===== config.mk =====
export PLATFORM = sky130hd
export DESIGN_NAME = biquad_cascade_sequencer
export DESIGN_NICKNAME = d
export VERILOG_FILES = /design/src/rtl/biquad_pkg.sv /design/src/rtl/biquad_coef_shadow.sv /design/src/rtl/biquad_cascade_sequencer.sv
export SDC_FILE = /design/constraint.sdc
export NUM_CORES = 1
export LEC_CHECK = 0
export ABC_AREA = 1
export ABC_CLOCK_PERIOD_IN_PS = 15950
export CORE_MARGIN = 3
export CORE_UTILIZATION = 50
export DETAILED_ROUTE_END_ITERATION = 10
export DONT_BUFFER_PORTS = 1
export SYNTH_ARGS = -nofsm -noshare
export SYNTH_HDL_FRONTEND = slang
export SYNTH_SLANG_ARGS = --single-unit

===== constraint.sdc =====
create_clock -name clk -period 15.95 [get_ports clk]
set_input_delay 3.19 -clock clk [delete_from_list [all_inputs] [get_ports clk]]
set_output_delay 3.19 -clock clk [all_outputs]
set_load 0.01 [all_outputs]

===== src/rtl/biquad_pkg.sv =====
// Shared types and constants for the biquad cascade sequencer: FSM states and coefficient slot layout.
package biquad_pkg;

   typedef enum logic [2:0] {
      ST_IDLE,
      ST_START,
      ST_ARM,
      ST_WAIT,
      ST_OUT,
      ST_COMMIT
   } seq_state_t;

   localparam int unsigned NUM_COEFS = 5;

   localparam logic [2:0] COEF_B0 = 3'd0;
   localparam logic [2:0] COEF_B1 = 3'd1;
   localparam logic [2:0] COEF_B2 = 3'd2;
   localparam logic [2:0] COEF_A1 = 3'd3;
   localparam logic [2:0] COEF_A2 = 3'd4;

   // Flat slot of a (stage, index) pair in a stage-major coefficient array.
   function automatic int unsigned coef_slot(input logic [2:0] stage, input logic [2:0] index);
      return 32'(stage) * NUM_COEFS + 32'(index);
   endfunction

endpackage


===== src/rtl/biquad_coef_shadow.sv =====
// Shadow coefficient bank: STAGES x NUM_COEFS registers, one synchronous write port and one
// combinational read port. Out-of-range writes are dropped; out-of-range reads return zero.
module biquad_coef_shadow
   import biquad_pkg::*;
#(
   parameter int unsigned DATA_WIDTH = 16,
   parameter int unsigned STAGES     = 4
) (
   input  logic                  clk,
   input  logic                  reset,
   input  logic                  wr_en,
   input  logic [2:0]            wr_stage,
   input  logic [2:0]            wr_index,
   input  logic [DATA_WIDTH-1:0] wr_data,
   input  logic [2:0]            rd_stage,
   input  logic [2:0]            rd_index,
   output logic [DATA_WIDTH-1:0] rd_data
);

   localparam int unsigned DEPTH = STAGES * NUM_COEFS;
   localparam int unsigned AW    = $clog2(DEPTH);

   logic [DATA_WIDTH-1:0] mem [DEPTH];
   logic                  wr_ok;
   logic                  rd_ok;
   logic [AW-1:0]         wr_slot;
   logic [AW-1:0]         rd_slot;

   always_comb begin
      wr_ok   = wr_en && (32'(wr_stage) < STAGES) && (32'(wr_index) < NUM_COEFS);
      rd_ok   = (32'(rd_stage) < STAGES) && (32'(rd_index) < NUM_COEFS);
      wr_slot = AW'(coef_slot(wr_stage, wr_index));
      rd_slot = AW'(coef_slot(rd_stage, rd_index));
      rd_data = rd_ok ? mem[rd_slot] : '0;
   end

   always_ff @(posedge clk or posedge reset) begin
      if (reset) begin
         for (int unsigned k = 0; k < DEPTH; k++) begin
            mem[k] <= '0;
         end
      end else if (wr_ok) begin
         mem[wr_slot] <= wr_data;
      end
   end

endmodule


===== src/rtl/biquad_cascade_sequencer.sv =====
// Drives a cascade of STAGES biquad units one sample at a time and commits a shadow coefficient bank
// between samples. Optional macro BIQUAD_SEQ_BYPASS_EN adds bypass_mask to skip individual stages.
module biquad_cascade_sequencer
   import biquad_pkg::*;
#(
   parameter int unsigned DATA_WIDTH = 16,
   parameter int unsigned STAGES     = 4,
   parameter int unsigned TIMEOUT    = 255
) (
   input  logic                         clk,
   input  logic                         reset,
   input  logic [DATA_WIDTH-1:0]        sample_in,
   input  logic                         sample_in_valid,
   output logic                         sample_in_ready,
   output logic [DATA_WIDTH-1:0]        sample_out,
   output logic                         sample_out_valid,
   input  logic [DATA_WIDTH-1:0]        coef_data,
   input  logic [2:0]                   coef_stage,
   input  logic [2:0]                   coef_index,
   input  logic                         coef_write,
   input  logic                         coef_commit,
   output logic                         coef_busy,
   output logic                         error,
`ifdef BIQUAD_SEQ_BYPASS_EN
   input  logic [STAGES-1:0]            bypass_mask,
`endif
   output logic [DATA_WIDTH-1:0]        biq_sample_in,
   output logic [STAGES-1:0]            biq_start,
   input  logic [STAGES-1:0]            biq_ready,
   input  logic [STAGES*DATA_WIDTH-1:0] biq_sample_out,
   output logic [DATA_WIDTH-1:0]        biq_param_in,
   output logic [2:0]                   biq_param_target,
   output logic [STAGES-1:0]            biq_write_param
);

   localparam int unsigned TW = (TIMEOUT < 1) ? 1 : $clog2(TIMEOUT + 1);
   localparam logic [2:0]  LAST_STAGE = 3'(STAGES - 1);
   localparam logic [2:0]  LAST_COEF  = 3'(NUM_COEFS - 1);

   seq_state_t            state, state_nxt;
   logic [2:0]            stage, stage_nxt;
   logic [DATA_WIDTH-1:0] cur, cur_nxt;
   logic [TW-1:0]         timer, timer_nxt;
   logic                  commit_pending, pending_nxt;
   logic                  error_nxt;
   logic [2:0]            cs, cs_nxt;
   logic [2:0]            ci, ci_nxt;
   logic                  run;
   logic                  load_out;
   logic                  sel_ready;
   logic                  sel_skip;
   logic [DATA_WIDTH-1:0] sel_out;
   logic [DATA_WIDTH-1:0] shadow_rd;

   biquad_coef_shadow #(
      .DATA_WIDTH (DATA_WIDTH),
      .STAGES     (STAGES)
   ) u_shadow (
      .clk      (clk),
      .reset    (reset),
      .wr_en    (coef_write),
      .wr_stage (coef_stage),
      .wr_index (coef_index),
      .wr_data  (coef_data),
      .rd_stage (cs),
      .rd_index (ci),
      .rd_data  (shadow_rd)
   );

   always_comb begin
      sel_ready = 1'b0;
      sel_skip  = 1'b0;
      sel_out   = '0;
      for (int unsigned s = 0; s < STAGES; s++) begin
         if (stage == 3'(s)) begin
            sel_ready = biq_ready[s];
            sel_out   = biq_sample_out[s*DATA_WIDTH +: DATA_WIDTH];
`ifdef BIQUAD_SEQ_BYPASS_EN
            sel_skip  = bypass_mask[s];
`endif
         end
      end
   end

   assign coef_busy = commit_pending | (state == ST_COMMIT);

   always_comb begin
      state_nxt        = state;
      stage_nxt        = stage;
      cur_nxt          = cur;
      timer_nxt        = timer;
      error_nxt        = error;
      cs_nxt           = cs;
      ci_nxt           = ci;
      pending_nxt      = commit_pending | coef_commit;
      load_out         = 1'b0;
      sample_in_ready  = 1'b0;
      sample_out_valid = 1'b0;
      biq_sample_in    = '0;
      biq_start        = '0;
      biq_param_in     = '0;
      biq_param_target = '0;
      biq_write_param  = '0;

      case (state)
         ST_IDLE: begin
            // A commit requested this very cycle also blocks the sample, so ready must see it too.
            sample_in_ready = run & ~commit_pending & ~coef_commit;
            if (commit_pending | coef_commit) begin
               state_nxt   = ST_COMMIT;
               pending_nxt = 1'b0;
               cs_nxt      = '0;
               ci_nxt      = '0;
            end else if (sample_in_valid && sample_in_ready) begin
               cur_nxt   = sample_in;
               stage_nxt = '0;
               state_nxt = ST_START;
            end
         end
         ST_START: begin
            biq_sample_in = cur;
            if (sel_skip) begin
               if (stage == LAST_STAGE) begin
                  state_nxt = ST_OUT;
                  load_out  = 1'b1;
               end else begin
                  stage_nxt = stage + 3'd1;
               end
            end else begin
               for (int unsigned s = 0; s < STAGES; s++) begin
                  if (stage == 3'(s)) biq_start[s] = 1'b1;
               end
               state_nxt = ST_ARM;
            end
         end
         ST_ARM: begin
            timer_nxt = '0;
            state_nxt = ST_WAIT;
         end
         ST_WAIT: begin
            if (sel_ready || (timer == TW'(TIMEOUT))) begin
               if (sel_ready) cur_nxt = sel_out;
               else           error_nxt = 1'b1;
               if (stage == LAST_STAGE) begin
                  state_nxt = ST_OUT;
                  load_out  = 1'b1;
               end else begin
                  stage_nxt = stage + 3'd1;
                  state_nxt = ST_START;
               end
            end else begin
               timer_nxt = timer + TW'(1);
            end
         end
         ST_OUT: begin
            sample_out_valid = 1'b1;
            state_nxt        = ST_IDLE;
         end
         ST_COMMIT: begin
            biq_param_in     = shadow_rd;
            biq_param_target = ci;
            for (int unsigned s = 0; s < STAGES; s++) begin
               if (cs == 3'(s)) biq_write_param[s] = 1'b1;
            end
            if (ci == LAST_COEF) begin
               ci_nxt = '0;
               if (cs == LAST_STAGE) begin
                  cs_nxt    = '0;
                  state_nxt = ST_IDLE;
               end else begin
                  cs_nxt = cs + 3'd1;
               end
            end else begin
               ci_nxt = ci + 3'd1;
            end
         end
         default: state_nxt = ST_IDLE;
      endcase
   end

   // sample_out is loaded on the transition into OUT so it is valid alongside the pulse.
   always_ff @(posedge clk or posedge reset) begin
      if (reset) begin
         state          <= ST_IDLE;
         stage          <= '0;
         cur            <= '0;
         timer          <= '0;
         commit_pending <= 1'b0;
         error          <= 1'b0;
         cs             <= '0;
         ci             <= '0;
         run            <= 1'b0;
         sample_out     <= '0;
      end else begin
         state          <= state_nxt;
         stage          <= stage_nxt;
         cur            <= cur_nxt;
         timer          <= timer_nxt;
         commit_pending <= pending_nxt;
         error          <= error_nxt;
         cs             <= cs_nxt;
         ci             <= ci_nxt;
         run            <= 1'b1;
         if (load_out) sample_out <= cur_nxt;
      end
   end

endmodule


# Yosys cells after proc, flatten, opt, wreduce, memory -nomap -nowiden
# Index checks and enable logic that the tools add are counted.
dict set report op_classes {
  n_eq_ne 22
  div 0
  n_addsub 6
  n_mul 2
  bitwise_logic 9
  n_shift 0
  mux 58
  reduce_logical 18
  magnitude_cmp 7
}
# operator count
set op_table {}
lappend op_table {{320-bit bitwise mux} 1}
lappend op_table {{16-bit 2-to-1 mux} 14}
lappend op_table {{16-bit binary-select mux with 5-bit select} 1}
lappend op_table {{16-bit demux with 5-bit select} 1}
lappend op_table {{3-bit 2-to-1 mux} 15}
lappend op_table {{16-bit case mux with 2 select lines} 1}
lappend op_table {{3-bit by 2-bit == test with 1-bit output, second input constant} 6}
lappend op_table {{3-bit case mux with 2 select lines} 3}
lappend op_table {{1-bit 2-to-1 mux} 17}
lappend op_table {{8-bit case mux with 2 select lines} 1}
lappend op_table {{3-bit case mux with 5 select lines} 1}
lappend op_table {{6-bit greater-or-equal comparator, second input constant} 2}
lappend op_table {{3-bit < comparator, second input constant} 4}
lappend op_table {{2-bit inequality test, second input constant} 6}
lappend op_table {{5-bit inverter with 6-bit output} 2}
lappend op_table {{5-bit by 3-bit adder with 5-bit output} 2}
lappend op_table {{3-bit by 3-bit multiplier with 5-bit output, second input constant} 2}
lappend op_table {{3-bit by 1-bit adder with 3-bit output, second input constant} 3}
lappend op_table {{3-bit by 1-bit == test with 1-bit output, second input constant} 3}
lappend op_table {{3-bit == test, second input constant} 3}
lappend op_table {{3-bit zero test} 3}
lappend op_table {{8-bit by 1-bit adder with 8-bit output, second input constant} 1}
lappend op_table {{8-bit == test, second input constant} 1}
lappend op_table {{4-bit 2-to-1 mux} 2}
lappend op_table {{14 further kinds} 27}
dict set report word_totals {
  register_bits 375
  ram_bits 0
  inputBits 111
  rom_bits 0
  wordCells 152
  latch_bits 0
  out_inout_bits 63
  n_memories 0
}

# Longest topological paths before layout
# Gate-level depths: netlist of run 1.
dict set report logic_depth {
  word_depth 8
  ltp_mapped 17
  mapped_depth_nobuf 14
}

# Hierarchy
# Synthesis of run 1 repeated with hierarchy kept, for this count alone.
dict set report hier_totals {
  hier_cells 2732
  hier_area_um2 19895.3
}
# module seq_area_each_um2 cells_each n_inst area_each_um2
set by_module_without_submodules {}
lappend by_module_without_submodules {biquad_coef_shadow 8007.7 2106 1 15856.5}
lappend by_module_without_submodules {biquad_cascade_sequencer 1376.3 626 1 4038.9}

# Worst setup path after synthesis of run 1
# Ideal clock, no wire load.
dict set report synth_timing {
  path_kind {input -> output}
  start {in coef_commit}
  end {out sample_in_ready}
  n_path_buf 0
  setup_slack_ns 9.162
  required_time_ns 12.760
  arrival_time_ns 3.598
  path_stages 3
  cell_sequence {nor2_1 -> nand2_1 -> nor2_1}
}
dict set report synth_between {
  elab_chain_len 3
}
# element line_no
set synth_lines {}
lappend synth_lines {{start: declaration} biquad_cascade_sequencer.sv:21} ;# input logic coef_commit,
lappend synth_lines {{1-bit inverter} biquad_cascade_sequencer.sv:108} ;# sample_in_ready = run & ~commit_pending & ~coef_commit;
lappend synth_lines {{1-bit AND} biquad_cascade_sequencer.sv:108}
lappend synth_lines {{1-bit 2-to-1 mux} biquad_cascade_sequencer.sv:105} ;# case (state)
lappend synth_lines {{end: declaration} biquad_cascade_sequencer.sv:14} ;# output logic sample_in_ready,
# No other way between the ends.

# Worst setup path in the final report of run 1
dict set report layout_timing {
  start {reg cs[0]}
  end {out biq_param_in[14]}
}
dict set report layout_between {
  elab_chain_len 8
  word_cells_on_any_way 10
  classes_between {add/sub (1); mul (1); order compare (1); mux (5); bitwise (1); reduce/logical (1)}
}
# element line_no
set layout_lines {}
lappend layout_lines {{start: declaration} biquad_cascade_sequencer.sv:46} ;# logic [2:0] cs, cs_nxt;
lappend layout_lines {{start signal: assignment} biquad_cascade_sequencer.sv:201} ;# cs <= cs_nxt;
lappend layout_lines {{3-bit by 3-bit multiplier with 5-bit output} biquad_pkg.sv:23} ;# return 32'(stage) * NUM_COEFS + 32'(index);
lappend layout_lines {{5-bit by 3-bit adder with 5-bit output} biquad_pkg.sv:23}
lappend layout_lines {{5-bit inverter with 6-bit output (not written as such)} biquad_coef_shadow.sv:34} ;# rd_data = rd_ok ? mem[rd_slot] : '0;
lappend layout_lines {{16-bit binary-select mux with 5-bit select} biquad_coef_shadow.sv:34}
lappend layout_lines {{16-bit 2-to-1 mux (not written as such) (2 in a row)} biquad_coef_shadow.sv:34}
lappend layout_lines {{16-bit 2-to-1 mux *} biquad_coef_shadow.sv:34}
lappend layout_lines {{16-bit 2-to-1 mux *} biquad_cascade_sequencer.sv:105}
lappend layout_lines {{end: declaration} biquad_cascade_sequencer.sv:31} ;# output logic [DATA_WIDTH-1:0] biq_param_in,
# Mark *: on every way between the ends. The rest lies on a longest branch, timed or not. The select of a mux whose other input is x is not followed.

==> results of run 1 <==
[tightest hold or removal path: stages, from the launching register on]
cell	delay, ns
sky130_fd_sc_hd__dfrtp_1	0.34
sky130_fd_sc_hd__nand2_1	0.06
sky130_fd_sc_hd__o21ai_2	0.05
[through the flow]
step           cell area [um2]  hold WS (ns)
5_1_grt                  20600         0.498
6_report                 20600         0.482
2_1_floorplan            19300         0.448
3_3_place_gp             19200         0.462
4_1_cts                  20600         0.482
3_5_place_dp             19200         0.467
[registers in the layout, summed over array words and instances (netlist names)]
register        cells
stage               3
cur                16
sample_out         16
run                 1
cs                  3
commit_pending      1
ci                  3
timer               8
state               3
error               1
u_shadow.mem      320
[cell families after synthesis]
group / Yosys count / synth area share (%)
AOI/OAI and AO/OA: 582 / 17.3
xor gates and xnor gates: 11 / 0.714
adders and majority gates: 30 / 2.02
buffers and inverters: 285 / 6.77
DFF: 375 / 48.7
other: 1 / 0.0194
and+or+nand+nor: 1148 / 24.5
[worst max path at each step]
stage,from,slack (ns),end,cells after the start
finish,cs[0],8.48,biq_param_in[14],10
global route,cs[0],8.22,biq_param_in[14],10
CTS,cs[0],8.47,biq_param_in[14],10
detailed placement,cs[0],9.08,biq_param_in[14],10
global placement,coef_commit,9.12,sample_in_ready,3
floorplan,reset,2.34,ci[0],1
[layout make-up]
class | instances | area, um2
multi-input combinational | 1772 | 8620
fill | 3669 | 17200
tap | 511 | 639
clock inverter | 11 | 114
clock buffer | 64 | 1300
inverter | 106 | 408
timing repair buffer | 19 | 143
sequential | 375 | 9380
[per-layer routing]
layer	wire, um	share of wire, %	track usage, %	vias to the layer above
met3	3100	5.6	4.12	85
met1	25500	46	39.5	7797
met4	1250	2.3	7.55	0
met2	25700	46	42.0	462
li1	-	-	-	7655
met5	0	0	0	-
[power by group]
| part | internal, mW | total [mW] | switching [mW] |
|---|---|---|---|
| logic | 0.597 | 1.88 | 1.28 |
| clock network | 0.593 | 0.994 | 0.401 |
| registers | 1.20 | 1.34 | 0.147 |
| total | 2.39 | 4.22 | 1.83 |
[layout by cell type (no fill, tap or decap), types with 2 or more instances in the layout]
master,instances
sky130_fd_sc_hd__a21boi_0,8
sky130_fd_sc_hd__a21boi_1,7
sky130_fd_sc_hd__a21oi_1,101
sky130_fd_sc_hd__a22oi_1,16
sky130_fd_sc_hd__a31oi_1,2
sky130_fd_sc_hd__buf_4,19
sky130_fd_sc_hd__bufinv_16,2
sky130_fd_sc_hd__clkbuf_1,9
sky130_fd_sc_hd__clkbuf_16,45
sky130_fd_sc_hd__clkbuf_8,10
sky130_fd_sc_hd__clkinv_2,6
sky130_fd_sc_hd__clkinvlp_4,2
sky130_fd_sc_hd__dfrtp_1,375
sky130_fd_sc_hd__fa_1,2
sky130_fd_sc_hd__ha_1,26
sky130_fd_sc_hd__ha_4,2
sky130_fd_sc_hd__inv_1,95
sky130_fd_sc_hd__inv_2,9
sky130_fd_sc_hd__nand2_1,846
sky130_fd_sc_hd__nand2_2,4
sky130_fd_sc_hd__nand2_4,10
sky130_fd_sc_hd__nand3_1,107
sky130_fd_sc_hd__nand3_2,3
sky130_fd_sc_hd__nand4_1,3
sky130_fd_sc_hd__nor2_1,139
sky130_fd_sc_hd__nor2_2,2
sky130_fd_sc_hd__nor2_8,2
sky130_fd_sc_hd__nor3_1,21
sky130_fd_sc_hd__nor3_4,7
sky130_fd_sc_hd__o21ai_0,261
sky130_fd_sc_hd__o21ai_1,81
sky130_fd_sc_hd__o21ai_2,72
sky130_fd_sc_hd__o21bai_1,17
sky130_fd_sc_hd__o22ai_1,17
sky130_fd_sc_hd__or2_2,2
sky130_fd_sc_hd__xnor2_1,3
sky130_fd_sc_hd__xor2_1,4
sky130_fd_sc_hd__xor2_2,3
==> impl_results.md, run 1 <==
- Synth-to-Final Area Change: 6.86%
- WS Path Type: flop to primary output
- Cell type with the largest total area after synthesis: sky130_fd_sc_hd__dfrtp_1
- Number of rows created at floorplan: between 70 and 80
- Post-detailed-route wirelength per cell: 19.4 um
- Total number of vias: ~16,000
- Post-synthesis sequential area ratio: between 40% and 50%
- Hold path depth: 2
- Total power after layout: roughly 4.2 mW
- Post-detailed-route DRC marker count: 0
- Routability Congestion: ~0.87
- Core Box Area: 37,800 um2
- Most used flip-flop cell after synthesis: sky130_fd_sc_hd__dfrtp_1
- Die Width: between 200 and 250 um
- Avg Synthesized Cell Area: 7.93 um2
- Worst path top cell family by delay: buffers and inverters
- Critical-path maximum fanout: slightly below 100
- Global Route Usage Sum: roughly 27%
- Worst min path class: flop to flop
- Number of inserted diodes: 0
- Setup TNS: 0 ns
- Total global routing overflow: 0
- Final WL: around 56 mm
- Fmax achieved: 134 MHz
- Count of input and output buffers: 0
- Worst Reg2Reg Path Length in Cells: 14
- Distinct cells, synth: 40
- Setup repair after global routing missed its margin: no
- Critical Path, Cell by Cell: ha_4 -> inv_4 -> buf_4 -> nor2_1 -> o21ai_0 -> nand2_1 -> nand2_1 -> nand2_1 -> o21bai_1 -> a21oi_1
- Reg-to-Reg End: sample_out[0]
- I/O pins: ~170
- Source of the worst hold timing path: u_shadow.mem[69]
- Cell at the root of the clock tree: sky130_fd_sc_hd__clkbuf_16
- Half-perimeter wire length after detailed placement: approximately 34 mm
- Number of global-route vias before repair: around 15,000
- Area enclosed by the die boundary: just over 40,000 um2
- Final nets: approximately 2,500
- Clock transition time at the flip-flop clock pins of the worst setup and hold paths: 0.06 ns
- Resized Gates After CTS: 0
- Count of hold buffers inserted by post-cts repair: 0
- Hold-critical path endpoint: u_shadow.mem[69]
- DRT iter0 DRCs: 1,550
- Critical path buffers and inverters: 2
- Worst relative slew slack: around 18%
- Effective utilization at floorplan: between 50% and 60%
- Vertical die dimension: roughly 200 um
- Setup clock skew after layout: roughly 0.0078 ns
- CP endpoint kind: primary output
- CP max stage delay: 0.93 ns
- Post-CTS setup repair buffer count: 0
- FF+latch count, synth: about 380
- Final core utilization: 54.4%
- Number of hold-slack violations in the final timing report: 0
- Cell repeated most along the worst path: sky130_fd_sc_hd__nand2_1
- Data arrival, critical path: about 4.3 ns
- Worst reg2reg setup slack: ~13 ns
- Fraction of registers with async set/reset: 100%
- VDD IR max: 0.000145 V
- Final critical-path required period: 7.47 ns
- Number of pins with negative max-slew slack in the final report: 0
- Post-Syn Nets: between 2,000 and 3,000
- Number of warnings issued by yosys: 0
- Insertion delay of the later-clocked pin in the worst-skew pair: 0.56 ns
- Top cells by count, synth: 846 x sky130_fd_sc_hd__nand2_1, 375 x sky130_fd_sc_hd__dfrtp_1, 261 x sky130_fd_sc_hd__o21ai_0, 140 x sky130_fd_sc_hd__nor2_1, 107 x sky130_fd_sc_hd__nand3_1
- Via-per-instance ratio: approximately 5.6
- Portion of synthesized cell area occupied by the leading cell type: between 40% and 50%
- Leakage power summed over all cells: 9.70 nW
- Worst setup slack after layout: around 8.5 ns
- CTS sink count: around 380
- Status: finished clean
- Period Utilization, post-route: approximately 47%
- Post-synthesis cell area: between 15,000 and 20,000 um2
- TritonCTS clock tree: yes
- Count of max-cap constraint violations: 0
- Number of cells in the finished layout apart from fillers: 2,858
- Total clock buffers created by CTS: 43
- Number of detailed-routing iterations run before antenna repair: 6
- Setup-violating endpoint count in the final report: 0
- Pre-CTS setup slack: a little over 9 ns
- Max stage delay cell, worst path: sky130_fd_sc_hd__buf_4
- Critical path launch point type: flop
- Htree depth: 2
- Count of nets left with antenna violations after detail routing: 0
- Cell types with the largest area share after synthesis: sky130_fd_sc_hd__dfrtp_1 49%, sky130_fd_sc_hd__nand2_1 16%, sky130_fd_sc_hd__o21ai_0 6.8%
- Required time reported for the critical path endpoint: approximately 13 ns
- Maximum count of clock buffers along a single path: 3
- Top-count cell post-synth: sky130_fd_sc_hd__nand2_1
- Slew of the pin with the lowest slew margin: between 1 and 1.5 ns
- PD cells: roughly 200 nW/um2
- Synthesized netlist cell count: approximately 2,400
- Initial antenna violation count: 0
- Dpl cells: approximately 2,800
- Launching point of the worst reg2reg path: stage[2]
- Post-synth EDFFs: 0
- Global-route wire length before repair: 88.3 mm
- Share of cells above drive strength 1: under 10%
- Maximum number of pins on one net before global-route repair: about 110
Power figures use the tool's default switching activity.
==> run 2, diff against run 1 <==
--- a/config.mk
+++ b/config.mk
@@ -6,11 +6,12 @@
 export NUM_CORES = 1
 export LEC_CHECK = 0
 export ABC_AREA = 1
-export ABC_CLOCK_PERIOD_IN_PS = 15950
+export ABC_CLOCK_PERIOD_IN_PS = 6540
 export CORE_MARGIN = 3
 export CORE_UTILIZATION = 50
 export DETAILED_ROUTE_END_ITERATION = 10
 export DONT_BUFFER_PORTS = 1
+export PLACE_DENSITY = 0.68
 export SYNTH_ARGS = -nofsm -noshare
 export SYNTH_HDL_FRONTEND = slang
 export SYNTH_SLANG_ARGS = --single-unit
==> constraint.sdc (replaced) <==
create_clock -name clk -period 6.54 [get_ports clk]
set_input_delay 1.308 -clock clk [delete_from_list [all_inputs] [get_ports clk]]
set_output_delay 1.308 -clock clk [all_outputs]
set_load 0.01 [all_outputs]
==> run 2 against run 1 <==
Net effect: hold slack lost 0.0021 ns; core utilization increased by 0.14 points; critical path depth shrank 1; sequential share of layout area decreased by 0.12 points; first-iteration DRC count increased by 8.3%; highest routed layer is now met5; clock power is 150% higher; global-route usage is 0.54 points lower; final area rose by 0.26%; clock skew is 0.0069 ns higher; count of clock-buffer cells in the layout decreased by 7.
==> impl_results.md, run 2 (synthesis results as in run 1) <==
- Maximum number of pins on one net before global-route repair: 90
- Worst min path class: flop to flop
- Die Width: slightly above 200 um
- Sw Ratio: between 40% and 50%
- Total number of vias: around 16,000
- Setup repair after global routing missed its margin: no
- Setup-violating endpoint count in the final report: 0
- Worst reg2reg setup slack: between 2 and 3 ns
- Switching power total: around 4.6 mW
- Most common library cell in the layout ignoring fill and taps: sky130_fd_sc_hd__nand2_1
- WS Path Type: flop to primary output
- I/O pins: between 150 and 200
- Hold-critical path endpoint: u_shadow.mem[32]
- CP endpoint kind: primary output
- Setup crit start: cs[0]
- Count of max-cap constraint violations: 0
- Total clock buffers created by CTS: a little over 40
- DRT iter0 DRCs: approximately 1,700
- Number of inserted diodes: 0
- Count of hold buffers inserted by post-cts repair: 0
- Vertical die dimension: 202 um
- Area enclosed by the die boundary: roughly 40,000 um2
- Required time reported for the critical path endpoint: ~5.2 ns
- Critical path launch point type: flop
- Number of pins with negative max-slew slack in the final report: 0
- Global-route wire length before repair: approximately 87 mm
- Number of flip-flops in the largest register: 320
- Initial antenna violation count: 4
- Comb pwr share: a little under half
- Number of rows created at floorplan: between 70 and 80
- CTS sink count: ~380
- Post-detailed-route DRC marker count: 0
- Reg-to-Reg End: sample_out[15]
- Final nets: 2,461
- Total global routing overflow: 0
- Post-route cell area: between 20,000 and 25,000 um2
- Cell at the root of the clock tree: sky130_fd_sc_hd__clkbuf_16
- Number of global-route vias before repair: 15,384
- Synth-to-Final Area Change: 7.14%
- Final WL: roughly 55 mm
- Leakage power summed over all cells: 9.74 nW
- Cell internal power dissipation: 5.85 mW
- Global Route Usage Sum: between 20% and 30%
- Count of nets left with antenna violations after detail routing: 0
- Resized Gates After CTS: 0
- Final-layout worst hold slack: 0.480 ns
- PD cells: around 510 nW/um2
- Period Utilization, post-route: between 80% and 90%
- Half-perimeter wire length after detailed placement: 35.3 mm
- VDD IR max: between 0.0002 and 0.0003 V
- Status: finished clean
- Setup clock skew after layout: around 0.015 ns
- Core Box Area: roughly 38,000 um2
- Via-per-instance ratio: ~5.6
- Data arrival, critical path: roughly 4.2 ns
- Worst Reg2Reg Path Length in Cells: 13
- Part of the total power dissipated in sequential elements: 31.2%
- Launching point of the worst reg2reg path: stage[2]
- Count of input and output buffers: 0
- Register ranked first by flip-flop count: u_shadow.mem
- Clock transition time at the flip-flop clock pins of the worst setup and hold paths: 0.06 ns
- Critical-path maximum fanout: 32
- Post-CTS setup repair buffer count: 0
- Share of cells above drive strength 1: a little under a tenth
- Setup TNS: 0 ns
- Number of hold-slack violations in the final timing report: 0
- Largest regs: u_shadow.mem: 320 flops, cur: 16 flops, sample_out: 16 flops
- Insertion delay of the later-clocked pin in the worst-skew pair: between 0.5 and 0.6 ns
- Routability Congestion: between 0.9 and 1
- Slew of the pin with the lowest slew margin: 1.38 ns
- Final core utilization: between 50% and 60%
- Total power after layout: approximately 10 mW
- Clk pwr share: about a quarter
- Worst relative slew slack: about 8%
- Fmax achieved: between 150 and 200 MHz
- Placement-stage cell area: 19,200 um2
- Source of the worst hold timing path: u_shadow.mem[32]
- Hold path depth: 2
- Number of detailed-routing iterations run before antenna repair: 5
- Effective utilization at floorplan: 50.9%
- Htree depth: 2
- Final critical-path required period: approximately 5.5 ns
- Commonest cells after routing, fill and taps aside: 846 x sky130_fd_sc_hd__nand2_1, 375 x sky130_fd_sc_hd__dfrtp_1, 261 x sky130_fd_sc_hd__o21ai_0, 139 x sky130_fd_sc_hd__nor2_1, 107 x sky130_fd_sc_hd__nand3_1
- Post-detailed-route wirelength per cell: 19.1 um
- TritonCTS clock tree: yes
- Maximum count of clock buffers along a single path: 3
## run 2: cell types whose count changed in the layout (fill, tap and decap cells not counted), sizes merged
cell,change
bufinv,+2
clkinv,+5
clkbuf,-7
buf,+5
inv,+1
## run 2: area by class of cell
type                            instances  area (um2)
Clock inverter                         19         213
Inverter                              106         404
Clock buffer                           57        1220
Timing Repair Buffer                   24         180
Sequential cell                       375        9380
Tap cell                              511         639
Fill cell                            3580       17200
Multi-Input combinational cell       1772        8620
## run 2: worst max path at each step
| stage | slack (ns) | to |
|---|---|---|
| final | 0.99 | biq_param_in[12] |
| after global routing | 0.81 | biq_param_in[12] |
| after floorplan | 0.20 | ci[0] |
| after global placement | 1.73 | biq_param_in[14] |
| after detailed placement | 1.63 | biq_param_in[12] |
| after CTS | 1.00 | biq_param_in[6] |
## run 2: power groups by stage
stage | logic [mW] | clock network [mW] | registers, mW
after detailed placement | 4.71 | 0 | 3.29
after global routing | 5.33 | 2.58 | 3.33
after global placement | 4.65 | 0 | 3.27
after CTS | 4.73 | 2.48 | 3.26
final | 4.78 | 2.44 | 3.27
after floorplan | 3.44 | 0 | 3.21
## run 2: worst max-delay path, cell delays in order (launching register included)
cell and delay, ns:
sky130_fd_sc_hd__dfrtp_1 0.46, sky130_fd_sc_hd__ha_1 0.33, sky130_fd_sc_hd__ha_1 0.32, sky130_fd_sc_hd__fa_1 0.42, sky130_fd_sc_hd__xor2_2 0.34, sky130_fd_sc_hd__nor2_2 1.13, sky130_fd_sc_hd__nand2_1 0.17, sky130_fd_sc_hd__nand2_1 0.12
sky130_fd_sc_hd__nand2_1 0.06, sky130_fd_sc_hd__a21oi_1 0.31
## run 2: metal layers
layer | global-route usage (%) | wire [um] | share of wire, % | vias up
li1 | - | - | - | 7679
met1 | 37.0 | 24200 | 44 | 7823
met2 | 40.5 | 24900 | 46 | 483
met3 | 5.86 | 3490 | 6.4 | 118
met4 | 9.70 | 2000 | 3.7 | 10
met5 | 0.833 | 97 | 0.18 | -
## run 2: metrics by stage
| stage | instances | setup WS (ns) |
|---|---|---|
| 5_1_grt | 2864 | 0.806 |
| 6_report | 2864 | 0.992 |
| 2_1_floorplan | 2432 | 0.196 |
| 4_1_cts | 2864 | 1.00 |
| 3_5_place_dp | 2788 | 1.63 |
| 3_3_place_gp | 2788 | 1.73 |
